==> src/rtl/seg_pkg.sv <==
// seg_pkg: shared constants and sequencer state type for the seven-segment display chain.
package seg_pkg;
  localparam int DISP_W = 20;
  localparam logic [DISP_W-1:0] BCD_MAX = 20'd999999;
  typedef enum logic [2:0] {ISSUE, WAIT, CAPTURE, RUN_WAIT, PAUSED} seq_state_e;
endpackage

==> src/rtl/step_timer.sv <==
// step_timer: free-running period counter with synchronous clear and terminal-count flag.
module step_timer #(
  parameter int STEP_CNT = 50_000_000
) (
  input  logic clk,
  input  logic rst_n,
  input  logic clr,
  input  logic en,
  output logic tc
);
  localparam int CW = $clog2(STEP_CNT);
  logic [CW-1:0] cnt_q, cnt_d;
  always_comb cnt_d = clr ? '0 : en ? cnt_q + CW'(1) : cnt_q;
  always_ff @(posedge clk or negedge rst_n)
    if (!rst_n) cnt_q <= '0;
    else cnt_q <= cnt_d;
  assign tc = cnt_q == CW'(STEP_CNT - 1);
endmodule

==> src/rtl/rom_disp_seq.sv <==
// rom_disp_seq: walks a synchronous ROM on a period timer and presents each word, clamped to
// 0..999999, to the display chain; pause toggles auto-advance, step advances one word while paused.
module rom_disp_seq
  import seg_pkg::*;
#(
  parameter int ADDR_W   = 8,
  parameter int DEPTH    = 256,
  parameter int DATA_W   = 20,
  parameter int RD_LAT   = 2,
  parameter int STEP_CNT = 50_000_000
) (
  input  logic              sys_clk,
  input  logic              rst_n,
  input  logic              pause_key,
  input  logic              step_key,
  output logic [ADDR_W-1:0] rom_addr,
  output logic              rom_rd_en,
  input  logic [DATA_W-1:0] rom_q,
  output logic [DISP_W-1:0] display_val_bin,
  output logic              running
);
  seq_state_e state_q, state_d;
  logic [ADDR_W-1:0] addr_q, addr_d, addr_nxt;
  logic [DISP_W-1:0] disp_q, disp_d, rom_ext;
  logic [15:0] wcnt_q, wcnt_d;
  logic rd_en_q, rd_en_d, run_q, run_d, tmr_clr, tc;

  assign rom_ext  = DISP_W'(rom_q);
  assign addr_nxt = addr_q == ADDR_W'(DEPTH - 1) ? '0 : addr_q + ADDR_W'(1);

  // The strobe is registered, so every entry into ISSUE pre-arms it; after reset ISSUE spends
  // one cycle arming before the read of address 0 goes out.
  always_comb begin
    state_d = state_q;
    addr_d  = addr_q;
    disp_d  = disp_q;
    rd_en_d = 1'b0;
    wcnt_d  = wcnt_q + 16'd1;
    run_d   = pause_key ? ~run_q : run_q;
    case (state_q)
      ISSUE:
        if (rd_en_q) begin
          state_d = RD_LAT == 1 ? CAPTURE : WAIT;
          wcnt_d  = '0;
        end else rd_en_d = 1'b1;
      WAIT:    state_d = wcnt_q == 16'(RD_LAT - 2) ? CAPTURE : WAIT;
      CAPTURE: begin
        disp_d  = rom_ext > BCD_MAX ? BCD_MAX : rom_ext;
        state_d = run_d ? RUN_WAIT : PAUSED;
      end
      RUN_WAIT:
        if (pause_key) state_d = PAUSED;
        else if (tc) begin
          state_d = ISSUE;
          addr_d  = addr_nxt;
          rd_en_d = 1'b1;
        end
      PAUSED:
        if (pause_key) state_d = RUN_WAIT;
        else if (step_key) begin
          state_d = ISSUE;
          addr_d  = addr_nxt;
          rd_en_d = 1'b1;
        end
      default: state_d = ISSUE;
    endcase
    tmr_clr = state_d == ISSUE || (state_q == PAUSED && state_d == RUN_WAIT);
  end

  always_ff @(posedge sys_clk or negedge rst_n)
    if (!rst_n) begin
      state_q <= ISSUE;
      addr_q  <= '0;
      disp_q  <= '0;
      rd_en_q <= 1'b0;
      run_q   <= 1'b1;
      wcnt_q  <= '0;
    end else begin
      state_q <= state_d;
      addr_q  <= addr_d;
      disp_q  <= disp_d;
      rd_en_q <= rd_en_d;
      run_q   <= run_d;
      wcnt_q  <= wcnt_d;
    end

  step_timer #(.STEP_CNT(STEP_CNT)) u_timer (
    .clk  (sys_clk),
    .rst_n(rst_n),
    .clr  (tmr_clr),
    .en   (1'b1),
    .tc   (tc)
  );

  assign rom_addr        = addr_q;
  assign rom_rd_en       = rd_en_q;
  assign display_val_bin = disp_q;
  assign running         = run_q;
endmodule
==> config.mk <==
export PLATFORM = sky130hd
export DESIGN_NAME = rom_disp_seq
export DESIGN_NICKNAME = d
export VERILOG_FILES = /design/src/rtl/seg_pkg.sv /design/src/rtl/step_timer.sv /design/src/rtl/rom_disp_seq.sv
export SDC_FILE = /design/constraint.sdc
export NUM_CORES = 1
export LEC_CHECK = 0
export CORE_ASPECT_RATIO = 0.5
export CORE_UTILIZATION = 50
export DETAILED_ROUTE_END_ITERATION = 8
export MAX_ROUTING_LAYER = met4
export PLACE_DENSITY_LB_ADDON = 0.25
export SYNTH_ARGS = -nofsm -noshare
export SYNTH_HDL_FRONTEND = slang
export SYNTH_SLANG_ARGS = --single-unit
==> constraint.sdc <==
create_clock -name sys_clk -period 2.5 [get_ports sys_clk]
set_input_delay 0.5 -clock sys_clk [delete_from_list [all_inputs] [get_ports sys_clk]]
set_output_delay 0.5 -clock sys_clk [all_outputs]
set_load 0.005 [all_outputs]
* After elaboration in Yosys (flattened, before gate mapping)
Cells that the tools add are included.
Word-level totals: flip-flop bits (word level) 75, bits of input ports 24, word-level logic and storage cells 55
Cells by class: add/sub/neg operators 3, order comparisons 1, eq/ne operators 11, mux-type cells 25, bitwise operators 1, reductions and logical operators 7
Operators with widths (number):
- 2-to-1 mux 8 bit | 5
- 2-to-1 mux 16 bit | 2
- adder 26 x 1 -> 26 bit (second input constant) | 1
- equality test 26 bit (second input constant) | 1
- 2-to-1 mux 26 bit | 1
- > comparator 20 bit (second input constant) | 1
- 2-to-1 mux 20 bit | 1
- 2-to-1 mux 3 bit | 6
- adder 16 x 1 -> 16 bit (second input constant) | 1
- zero test 16 bit | 1
- one-hot mux 8 bit (2 select lines) | 1
- one-hot mux 3 bit (5 select lines) | 1
- equality test 3 x 2 -> 1 bit (second input constant) | 3
- adder 8 x 1 -> 8 bit (second input constant) | 1
- equality test 8 bit (second input constant) | 1
- inequality test 2 bit (second input constant) | 4
- zero test 3 bit | 2
- 2-to-1 mux 1 bit | 6
- AND reduction 5 bit | 1
- equality test 3 x 1 -> 1 bit (second input constant) | 1
- equality test 3 bit (second input constant) | 1
- one-hot mux 1 bit (3 select lines) | 1
- 2-to-1 mux 2 bit | 1
- nonzero test 2 bit | 1
- other kinds (3) | 3

* Longest topological paths before layout
Gate-level depths: netlist of run 1.
depth in word-level cells 8, depth in mapped cells 8, gate-level depth less buffers 6

* Modules after synthesis
Synthesis of run 1 repeated with hierarchy kept, for this count alone.
Second synthesis, totals: cell total of the unflattened synthesis 370, area total of the unflattened synthesis 3782.4 um^2
By module, submodules not included:
- rom_disp_seq | instances 1, cells an instance 222, area each 2326.0 um^2, seq. area each 1227.4 um^2
- step_timer | instances 1, cells an instance 148, area each 1456.4 um^2, seq. area each 650.6 um^2

* Worst setup path after synthesis of run 1
Ideal clock, no wire load.
path kind reg2reg, from register u_timer.cnt_q[0], to register addr_q[1], in the netlist rom_addr[1], setup time 0.125 ns, data arrival time 1.655 ns, required time 2.375 ns, setup slack 0.720 ns, stages on the path, launching flop included 8, buffers on the path 1, period minus slack after synthesis 1.780 ns, cell sequence dfrtp_1 -> ha_1 -> and3_1 -> clkbuf_4 -> and2_4 -> nand4_4 -> and2_4 -> mux2_4
Between the ends: cells in the longest elaborated chain, start to end 3
Ends and longest elaborated chain:
- from (decl) | RTL line step_timer.sv:12 | logic [CW-1:0] cnt_q, cnt_d;
- from (signal assigned) | RTL line step_timer.sv:16 | else cnt_q <= cnt_d;
- equality test 26 bit | RTL line step_timer.sv:17 | assign tc = cnt_q == CW'(STEP_CNT - 1);
- inequality test 2 bit (no source line)
- AND reduction 5 bit (no source line)
- to (signal assigned) | RTL line rom_disp_seq.sv:80 | addr_q <= addr_d;
- to (decl) | RTL line rom_disp_seq.sv:23 | logic [ADDR_W-1:0] addr_q, addr_d, addr_nxt;
Every way passes these cells. A chain may end at the register's enable or synchronous reset.

* Final worst setup path of run 1
Same ends and word-level chain as after synthesis.

==> metrics.csv, run 1 <==
metric,value,unit
outcome,finished clean,
arrival,2160,ps
synth_nets,411,
maxSlewViolCount,0,
leakage,0.002014,uW
ir_drop,0.4047,mV
core_region_area,0.006910,sq mm
cts_tree,done,
seqPwrFrac,40.5,%
htree_levels,3,
clock_latency,330,ps
dieArea,0.007784,sq mm
final_util,66.65,%
grt_overflow,0,
rsz0062_at_grt,no,
async_flop_share,100.0,%
vias,2974,
ctsResizeCount,0,
synth_edf_count,0,
setup-violations-final,0,
viasPerCell,5.569,
clk_path_buf_depth,2,
grt_max_degree,27,
p_sw_share,31.55,%
seq_area,0.001878,sq mm
cts_setup_buffers,0,
grt_pass1_vias,2874,
cts_made_buffers,9,
slew-limit-headroom,49.73,%
synth_seq_cells,75,
tightest_slew,748.3,ps
grt_pass1_wl,13670,um
fillCellCount,539,
cts_hold_buf,0,
worstHoldPathType,primary input to asynchronous set/reset pin,
antenna_found_initial,0,
yosysWarnings,0,
drive_gt1_share,8.597,%
numClockSinks,75,
ant_nets,0,
cp_max_fo,9,
grt_usage,23.59,%
die-width,123.8,um
nNetsFinal,465,
place_area,0.004313,sq mm
netlist_instances,383,
wl,8011,um
multi_input_area,0.001690,sq mm
avgSynthCellArea,9.680,sq um
cap_violations,0,
synth_area,0.003707,sq mm
comb_power_share,31.3,%
antenna_cells,0,
crit_type,flop to flop,
avgRoutedWirePerCell,15.00,um
initial_core_util,53.65,%
drc_errors,0,
io_buffer_count,53,
ys_seq_area_share,50.66,%
design_area,0.004606,sq mm
fmax,515.1,MHz
ys.flop_type,dfrtp_1,
syn_to_final_growth,24.23,%
tns,0,ps
finClkSkew,5.484,ps
start_kind,flop,
hold_viol_final,0,
synth_cell_types,49,
ios,54,
clk_pin_slew,50,ps
p_per_area,946.9,mW/mm^2
num_rows,21,
switching_power,1376,uW
pwr-share-clk,28.3,%
endpoint_kind,flop,
fin_crit_sh,77.65,%
fin_crit,1941,ps
drtIter0Drc,202,
critPathRequiredTime,2710,ps
drtPass1Iterations,4,
p_int,2985,uW
cts-root-buf,clkbuf_16,
die_h,62.89,um
detailed_place_hpwl,5714,um
gp_congestion,0.7781,
## routing by layer
metal | wire length (um) | vias to the layer above | track usage, %
met3 | 614 | 16 | 8.303
met4 | 143 | 0 | 7.078
li1 | - | 1410 | -
met2 | 3660 | 97 | 34.93
met1 | 3593 | 1451 | 30.33
met5 | 0 | - | -
## layout by cell type, fill, tap and decap left out, types with 2 or more instances in the layout
cell type,synthesis,routed
dfrtp_1,74,74
nor2_1,65,65
clkdlybuf4s50_1,0,52
nand2_1,48,48
nand3_1,30,30
xor2_1,22,22
xnor2_1,18,18
nor3_1,16,16
nand4_1,13,13
inv_1,9,9
clkbuf_16,0,9
a21oi_1,8,8
and3_1,5,5
nor4_1,5,5
o21ai_0,5,5
and4_1,4,4
ha_1,4,4
clkbuf_8,1,4
buf_4,3,4
nor2b_1,3,3
nor3b_1,4,3
or3_1,3,3
nor4b_4,2,2
and4_4,2,2
and2_4,2,2
nand3_2,2,2
and2_1,2,2
a211oi_1,2,2
clkbuf_1,6,2
buf_12,0,2
## through the flow
step | hold WS [ps] | cells | total power [uW] | setup slack (ps)
after global routing | 235.2 | 534 | 4657 | 419.3
after detailed placement | 470.3 | 518 | 3152 | 294.4
final | 201.1 | 534 | 4361 | 558.8
after global placement | 455.2 | 518 | 3087 | 325.2
after CTS | 215.3 | 534 | 4413 | 554.0
after floorplan | 204.4 | 383 | 2527 | 720.2
## state kept, by name, summed over array words and instances, names as in the netlist
register and count:
display_val_bin 20, wcnt_q 16, running 1, state_q 3, rom_addr 8, u_timer.cnt_q 26
rom_rd_en 1
## kinds of logic (layout without fill, tap and decap cells)
family	Yosys count	in the layout	share of synthesized area, %
flops	75	75	50.66
mux	1	1	0.4049
buf+inv	25	84	3.881
xor+xnor	40	40	9.450
compound gates	27	27	5.164
simple gates	211	211	29.09
fa+ha+maj	4	4	1.350
## synthesized netlist by cell type (all sizes together), types with 2 or more instances
cell type,n,share of area (%)
xnor2,18,4.3
nor3b,4,0.81
nor4,5,0.84
nand2,48,4.9
dfrtp,74,50
o21ai,5,0.67
nor4b,3,1.5
nor2,65,6.6
nor3,16,2.2
or3,3,0.51
inv,9,0.91
nor2b,3,0.51
a21oi,9,1.5
and4,6,1.6
a211oi,3,0.74
nand3,32,4.6
and2,5,1.0
nand4,14,2.8
o31ai,2,0.54
and3,5,0.84
clkbuf,8,1.2
xor2,22,5.2
ha,4,1.4
buf,8,1.8
## power by group through the flow
stage                     sequential (uW)  combinational [uW]  clock, uW
after CTS                            1760                1380       1270
after detailed placement             1780                1370          0
final                                1760                1360       1230
after global routing                 1810                1520       1320
after floorplan                      1720                 811          0
after global placement               1760                1330          0
## path summary, 6_finish.rpt
kind	start	to	slack (ps)	cells past startpoint
max in group asynchronous	rst_n	display_val_bin[0]	1730	2
min	rst_n	rom_addr[2]	200	1
max	u_timer.cnt_q[0]	rom_addr[1]	560	6
min reg2reg	display_val_bin[17]	display_val_bin[17]	480	2
min in group sys_clk	display_val_bin[17]	display_val_bin[17]	480	2
max reg2reg	u_timer.cnt_q[0]	rom_addr[1]	560	6
## critical path: stages, from the launching register on
cell and delay [ps]:
dfrtp_1 380, ha_1 210, and3_1 310, and2_4 220, nand4_4 180, and2_4 230, mux2_4 290
## layout make-up
class | instances | area share [%]
timing repair buffer | 59 | 12.93
multi-input combinational | 283 | 36.70
tap | 92 | 2.499
inverter | 9 | 0.7335
sequential | 75 | 40.78
clock buffer | 15 | 6.248
clock inverter | 1 | 0.1087
No activity file was read; power rests on OpenSTA's default activity.
==> run 2: changes to the inputs <==
clock period = 1.95 ns   (was 2.5 ns; I/O delays follow)
==> run 2 against run 1 <==
  * Count of clock-buffer cells in the layout is 5 lower
  * Final cell count is 1.5% higher
  * Clock power increased by 51%
  * Sequential cell count unchanged
  * Hold slack worse by 120 ps
  * Sequential share of layout area fell by 0.92 points
  * Cell area grew 2.3%
  * First-iteration DRC count is 9.4% higher
  * Setup slack got worse by 430 ps
  * Global-route usage up 0.14 points
  * Largest power group unchanged
  * Highest routed layer unchanged
==> metrics.csv, run 2 (synthesis results as in run 1) <==
metric,value,unit
outcome,finished clean,
slew-limit-headroom,49.32,%
tns,0,ps
clk_pin_slew,60,ps
tightest_slew,754.5,ps
finClkSkew,5.960,ps
p_per_area,1267,mW/mm^2
fin_crit,1823,ps
syn_to_final_growth,27.10,%
grt_overflow,0,
endpoint_kind,output port,
ant_nets,0,
initial_core_util,53.65,%
drtPass1Iterations,4,
drive_gt1_share,10.44,%
cap_violations,0,
design_area,0.004712,sq mm
ios,54,
vias,2925,
worstHoldPathType,primary input to asynchronous set/reset pin,
worst_slack,126.7,ps
critical_path.top_delay_family,flip-flops,
detailed_place_hpwl,5736,um
layoutNonFillerInstCount,542,
ctsResizeCount,0,
die-width,123.8,um
place_area,0.004380,sq mm
nNetsFinal,474,
cts_tree,done,
leakage,0.002072,uW
pre_cts_ws,-77.79,ps
rsz0062_at_grt,no,
cts_hold_buf,0,
grt_pass1_wl,13780,um
clk_path_buf_depth,2,
num_rows,21,
startpoint,running,
top_register,u_timer.cnt_q,
final_cell_mix,"dfrtp_1, nor2_1, clkdlybuf4s50_1, nand2_1, nand3_1",
avgRoutedWirePerCell,14.87,um
worst-path-buf-inv,1,
cts-root-buf,clkbuf_16,
ir_drop,0.5891,mV
cts_setup_buffers,0,
grt_max_degree,30,
dieArea,0.007784,sq mm
dp.cells,527,
maxSlewViolCount,0,
grt_pass1_vias,2900,
drtIter0Drc,221,
cp_max_fo,4,
fin_crit_sh,93.50,%
drc_errors,0,
htree_levels,3,
clock_latency,330,ps
antenna_cells,0,
cts_made_buffers,9,
die_h,62.89,um
final_common_cell,dfrtp_1,
io_buffer_count,53,
crit_type,flop to output port,
cpPeakStageDelay,560,ps
arrival,1430,ps
viasPerCell,5.397,
setup-violations-final,0,
cp_cell_sequence,clkdlybuf4s50_1,
critPathRequiredTime,1560,ps
gp_congestion,0.8054,
numClockSinks,75,
r2r_start,state_q[0],
holdWs,85.91,ps
core_region_area,0.006910,sq mm
wl,8058,um
largest_reg_flops,26,
worst_path_max_delay_cell,dfstp_2,
fmax,548.5,MHz
start_kind,flop,
antenna_found_initial,0,
hold_viol_final,0,
grt_usage,23.73,%
==> run 2: cell count changes in the layout (fill, tap and decap cells not counted) <==
cell / previous run / this run
clkbuf_1: 2 / 1
bufinv_16: 0 / 3
clkbuf_8: 4 / 0
buf_4: 4 / 13
clkinvlp_4: 0 / 1
==> run 2: power by group <==
group / switching [uW] / internal (uW)
Sequential: 339 / 1920
Combinational: 870 / 977
Clock: 618 / 1240
Total: 1830 / 4140
==> run 2: layout make-up <==
| cell class | instances | area [sq um] |
|---|---|---|
| multi-input combinational | 283 | 1690 |
| clock inverter | 5 | 102.6 |
| fill | 502 | 2198 |
| tap | 92 | 115.1 |
| timing repair buffer | 68 | 663.1 |
| inverter | 9 | 33.78 |
| sequential | 75 | 1878 |
| clock buffer | 10 | 229.0 |
==> run 2: metal layers <==
layer	vias up	global-route usage (%)	routed length, um
met3	13	8.120	563
met2	86	36.67	3700
met1	1396	29.62	3706
li1	1430	-	-
met4	0	6.476	87
met5	-	-	0
==> run 2: path summary, 6_finish.rpt <==
check | slack, ps | cells after the start | endpoint
min reg2reg | 470 | 2 | display_val_bin[15]
min in group sys_clk | 470 | 2 | display_val_bin[15]
max reg2reg | 130 | 4 | display_val_bin[11]
min | 90 | 1 | u_timer.cnt_q[1]
max in group asynchronous | 1230 | 2 | wcnt_q[11]
max | 130 | 1 | running
==> run 2: per-stage QoR <==
stage                     util (%)  power (uW)
final                        68.19        5968
after global routing         68.19        6314
after CTS                    68.19        6020
after detailed placement     63.39        4136
after global placement       63.39        4042
after floorplan                  -        3240
==> run 3: changes to the inputs <==
CTS_CLUSTER_SIZE = 24   (was unset)
==> results of run 3 <==
Same layout as run 2: the final DEF is identical, and so are final timing and power.
==> edit 1: new RTL, settings of run 2 <==
Take the reset off `addr_q` and load it in a clocked block of its own.
--- a/src/rtl/rom_disp_seq.sv
+++ b/src/rtl/rom_disp_seq.sv
@@ -72,3 +72,2 @@
       state_q <= ISSUE;
-      addr_q  <= '0;
       disp_q  <= '0;
@@ -79,3 +78,2 @@
       state_q <= state_d;
-      addr_q  <= addr_d;
       disp_q  <= disp_d;
@@ -85,2 +83,6 @@
     end
+
+  always_ff @(posedge sys_clk) begin
+    addr_q <= addr_d;
+  end
 
Behaviour: differs if rst_n is asserted again (counterexample within 10 cycles, from zero or initial values and one cycle with rst_n low); with rst_n held inactive, the same outputs for 10 cycles.
==> edit 1 against run 2 <==
- largest cell class unchanged
- critical path depth rose by 5
- area after synthesis fell by 3.3%
- power barely moved
- design area rose by 3.3%
- sequential cell count did not move
- non-clock buffer count rose by 28
- wire length rose by 2.6%
- worst setup slack got worse by 0.019 ns
==> edit 1: results (changes against run 2) <==
[run_status]
status=finished, final reports clean

[placement]
placed_cell_area_mm2=0.004483  ; +2.3%

[timing]
fin_skew_ns=0.006438  ; +0.0004776 ns
timing.final.crit_share_pct=94.49  ; +0.99 points

[finish]
num-nets-final=465  ; -1.9%
final_cell_area_mm2=0.004870  ; +3.3%
finalNonFillerCells=534  ; -1.5%

[worst_setup_path]
slowest_delay_ns=0.39  ; -0.17 ns
slowest_stage=dfrtp_1
cp_max_fo=8  ; +4

[clock_tree]
cts_setup_buffers=2  ; +2
cts_resized=1  ; +1

[power]
pwr-share-comb_pct=35.7  ; +4.8 points
p_leak_nw=2.080  ; +0.37%
p_clk_mw=1.63  ; -12%
p_int_mw=4.042  ; -2.4%
vdd_drop_max_uv=583.9  ; -0.88%

[logic_synthesis]
syn_nets=369  ; -10%
synth_cell_types=43  ; -12%
synth.top_cells.by_count=66 x dfrtp_1, 46 x nor2_1, 31 x nand2_1
async_flop_share_pct=89.33  ; -11 points

[global_routing]
met3_usage_pct=8.759  ; +0.64 points
grt_pass1_vias=2808  ; -3.2%
grt_use_met1_pct=29.75  ; +0.13 points
grt_pass1_wl_um=13380  ; -2.9%
grt_max_degree=34  ; +13%

[route]
wl_met3_um=414  ; -26%
wl_per_cell_um=15.49  ; +4.2%
drt-initial-drc-count=182  ; -18%

## edit 1: changes by cell type after synthesis, sizes merged, moves of 8 or more
| cell | run 2 | this run |
|---|---|---|
| nand2 | 48 | 31 |
| dfrtp | 74 | 66 |
| edfxtp | 0 | 8 |
| o22a | 0 | 9 |
| a22o | 0 | 9 |
| nor2 | 65 | 56 |
| nand3 | 32 | 15 |
## edit 1: final timing paths
| check | startpoint | end | cells after the start |
|---|---|---|---|
| setup / recovery | u_timer.cnt_q[7]$_DFF_PN0_ | rom_addr[1]$_SDFFCE_PN0P_ | 6 |
| hold / removal | display_val_bin[17]$_DFFE_PN0N_ | display_val_bin[17]$_DFFE_PN0N_ | 2 |
| setup reg to reg | u_timer.cnt_q[7]$_DFF_PN0_ | rom_addr[1]$_SDFFCE_PN0P_ | 6 |
| hold reg to reg | display_val_bin[17]$_DFFE_PN0N_ | display_val_bin[17]$_DFFE_PN0N_ | 2 |
| max in group asynchronous | rst_n | u_timer.cnt_q[3]$_DFF_PN0_ | 3 |
| min in group asynchronous | rst_n | u_timer.cnt_q[23]$_DFF_PN0_ | 2 |
## edit 1: cell type report
cell class              instances  share of cell area, %
well taps                      92                  2.364
clock buffers                   9                  4.625
inverters                      10                 0.7708
repair buffers                 96                  18.24
multi-input cells             245                  33.20
clock inverters                 7                  1.413
flip-flops and latches         75                  39.39
## edit 1: metrics by stage
step / hold WS, ns / total power [mW]
6_report: 0.4864 / 5.972
5_1_grt: 0.5296 / 6.338
4_1_cts: 0.4855 / 5.910
3_5_place_dp: 0.3497 / 4.104
3_3_place_gp: 0.3524 / 3.991
2_1_floorplan: 0.09441 / 3.267
==> edit 2: new RTL, settings of run 2 <==
Made on the original files. Change the parameter `ADDR_W` from 8 to 9.
--- a/src/rtl/rom_disp_seq.sv
+++ b/src/rtl/rom_disp_seq.sv
@@ -5,3 +5,3 @@
 #(
-  parameter int ADDR_W   = 8,
+  parameter int ADDR_W   = 9,
   parameter int DEPTH    = 256,
Interface: changed (resized rom_addr); port bits go from 54 to 55. The function was not compared with the original's and may differ.
==> edit 2 against run 2 <==
- the flow now finishes with violations (negative setup slack)
- area after synthesis is 1.7% lower
- sequential power decreased by 2%
- power is 1.7% lower
- design area increased by 4.2%
- cell count grew 3.7%
- worst setup slack got worse by 0.22 ns
- wire length is 2.7% higher
- sequential cell count is 1 higher
- critical path type is now reg -> reg
- critical endpoint is now u_timer.cnt_q[24]$_DFF_PN0_
==> edit 2: results (changes against run 2) <==
[run_status]
status=finished with violations
failed_checks=negative setup slack

[route]
num_vias=3066  ; +4.8%
drt-total-wl_um=8274  ; +2.7%
wl_met3_um=542  ; -3.7%
top_layer_used=met4
wl_met2_um=3877  ; +4.8%
wl_met1_um=3746  ; +1.1%
drt-initial-drc-count=157  ; -29%

[logic_synthesis]
synth_compound_area_share_pct=6.211  ; +1.0 points
yosys.area_share.xor_xnor_pct=10.09  ; +0.64 points
synth_area_leaders=dfrtp_1 51%, xor2_1 8.2%, nand2_1 6.5%
synth.area.mux_share_pct=0  ; -0.40 points
syn_nets=409  ; -0.49%
synth.top_cells.by_count=75 x dfrtp_1, 63 x nand2_1, 52 x nor2_1
synth_cell_types=46  ; -6.1%

[worst_setup_path]
cp.arrival_ns=2.26  ; +0.83 ns
ff2ff_path_depth=7  ; +3
r2r-start=u_timer.cnt_q[16]$_DFF_PN0_
reg2reg_to=u_timer.cnt_q[24]$_DFF_PN0_
cp_max_fo=7  ; +3

[placement]
io_buffers=54  ; +1.9%
place.gp.congestion=0.7993  ; -0.76%
placed_cell_area_mm2=0.004493  ; +2.6%
dp_hpwl_um=5460  ; -4.8%

[timing]
finalSetupTns_ns=-1.648  ; -1.648 ns
setup_viol=26  ; +26
maxSlewHeadroom_pct=50.57  ; +1.3 points
fin_skew_ns=0.003945  ; -0.002015 ns
fin_ws_ns=-0.09392  ; -0.2206 ns

[global_routing]
grt_max_degree=31  ; +3.3%
grt_pass1_vias=2872  ; -0.97%
grt_pass1_wl_um=13340  ; -3.2%
grt_use_total_pct=23.38  ; -0.35 points

[power]
p_leak_nw=2.212  ; +6.8%
vdd_drop_max_uv=638.5  ; +8.4%

[finish]
largest_reg_flops=26  ; unchanged
final_cell_area_mm2=0.004908  ; +4.2%
num-nets-final=493  ; +4.0%
fillers=488  ; -2.8%
layout-drive-gt1-share_pct=15.53  ; +5.1 points

edit 2: cell types whose count changed in the layout (fill, tap and decap cells not counted), moves of 5 or more:
cell | run 2 | this run
xnor2_1 | 18 | 8
nor2_2 | 0 | 5
buf_4 | 13 | 31
nand2_1 | 48 | 63
nor3_1 | 16 | 6
xor2_1 | 22 | 34
nor2_1 | 65 | 47
and3_1 | 5 | 11
edit 2: kinds of logic (layout without fill, tap and decap cells):
logic type | Yosys count | after routing
buffers and inverters | 24 | 113
and+or+nand+nor | 202 | 202
AOI/OAI and AO/OA | 33 | 33
xor gates and xnor gates | 42 | 42
DFF | 76 | 76
adders and majority gates | 4 | 4
edit 2: stage by stage:
stage	setup slack, ns	instances
floorplan	-0.01871	381
global placement	-0.03098	540
detailed placement	-0.08249	540
CTS	-0.05457	559
global route	-0.1598	562
finish	-0.09392	562
edit 2: repair_timing:
item,CTS,global route
pin swaps,0,12
cloned,1,1
endpoints found under the hold margin,0,0
endpoints found under the setup margin,27,30
resized for setup,4,8
setup buffers,2,3
edit 2: final cells by class:
cell class              instances  area share, %
flip-flops and latches         76          38.77
multi-input cells             281          34.59
repair buffers                 89          17.21
clock buffers                  11          4.945
well taps                      92          2.345
clock inverters                 5          1.529
inverters                       8         0.6118
edit 2: where the power goes:
part	internal [mW]	leakage [nW]	switching, mW	total [mW]
sequential	1.94	0.996	0.274	2.21
combinational	1.02	1.06	0.877	1.90
clock	1.15	0.159	0.606	1.75
total	4.11	2.21	1.76	5.87
edit 2: worst max path at each step:
stage,to,slack [ns],cells after the start
floorplan,u_timer.cnt_q[16]$_DFF_PN0_,-0.02,6
global placement,rom_addr[7]$_DFFE_PN0P_,-0.03,5
detailed placement,rom_addr[7]$_DFFE_PN0P_,-0.08,5
CTS,u_timer.cnt_q[23]$_DFF_PN0_,-0.05,6
global route,u_timer.cnt_q[7]$_DFF_PN0_,-0.16,7
finish,u_timer.cnt_q[24]$_DFF_PN0_,-0.09,7
edit 2: layer usage:
metal,track usage [%],vias up
li1,-,1475
met1,29.87,1483
met2,35.60,96
met3,6.934,12
met4,7.927,0
met5,-,-
edit 2: worst max-delay path: stages (launching register included):
cell and delay (ns):
dfrtp_1 0.38, or4_4 0.58, nor3_4 0.22, a211oi_2 0.11
a211oi_2 0.27, buf_4 0.18, clkbuf_16 0.15, nor2_1 0.05
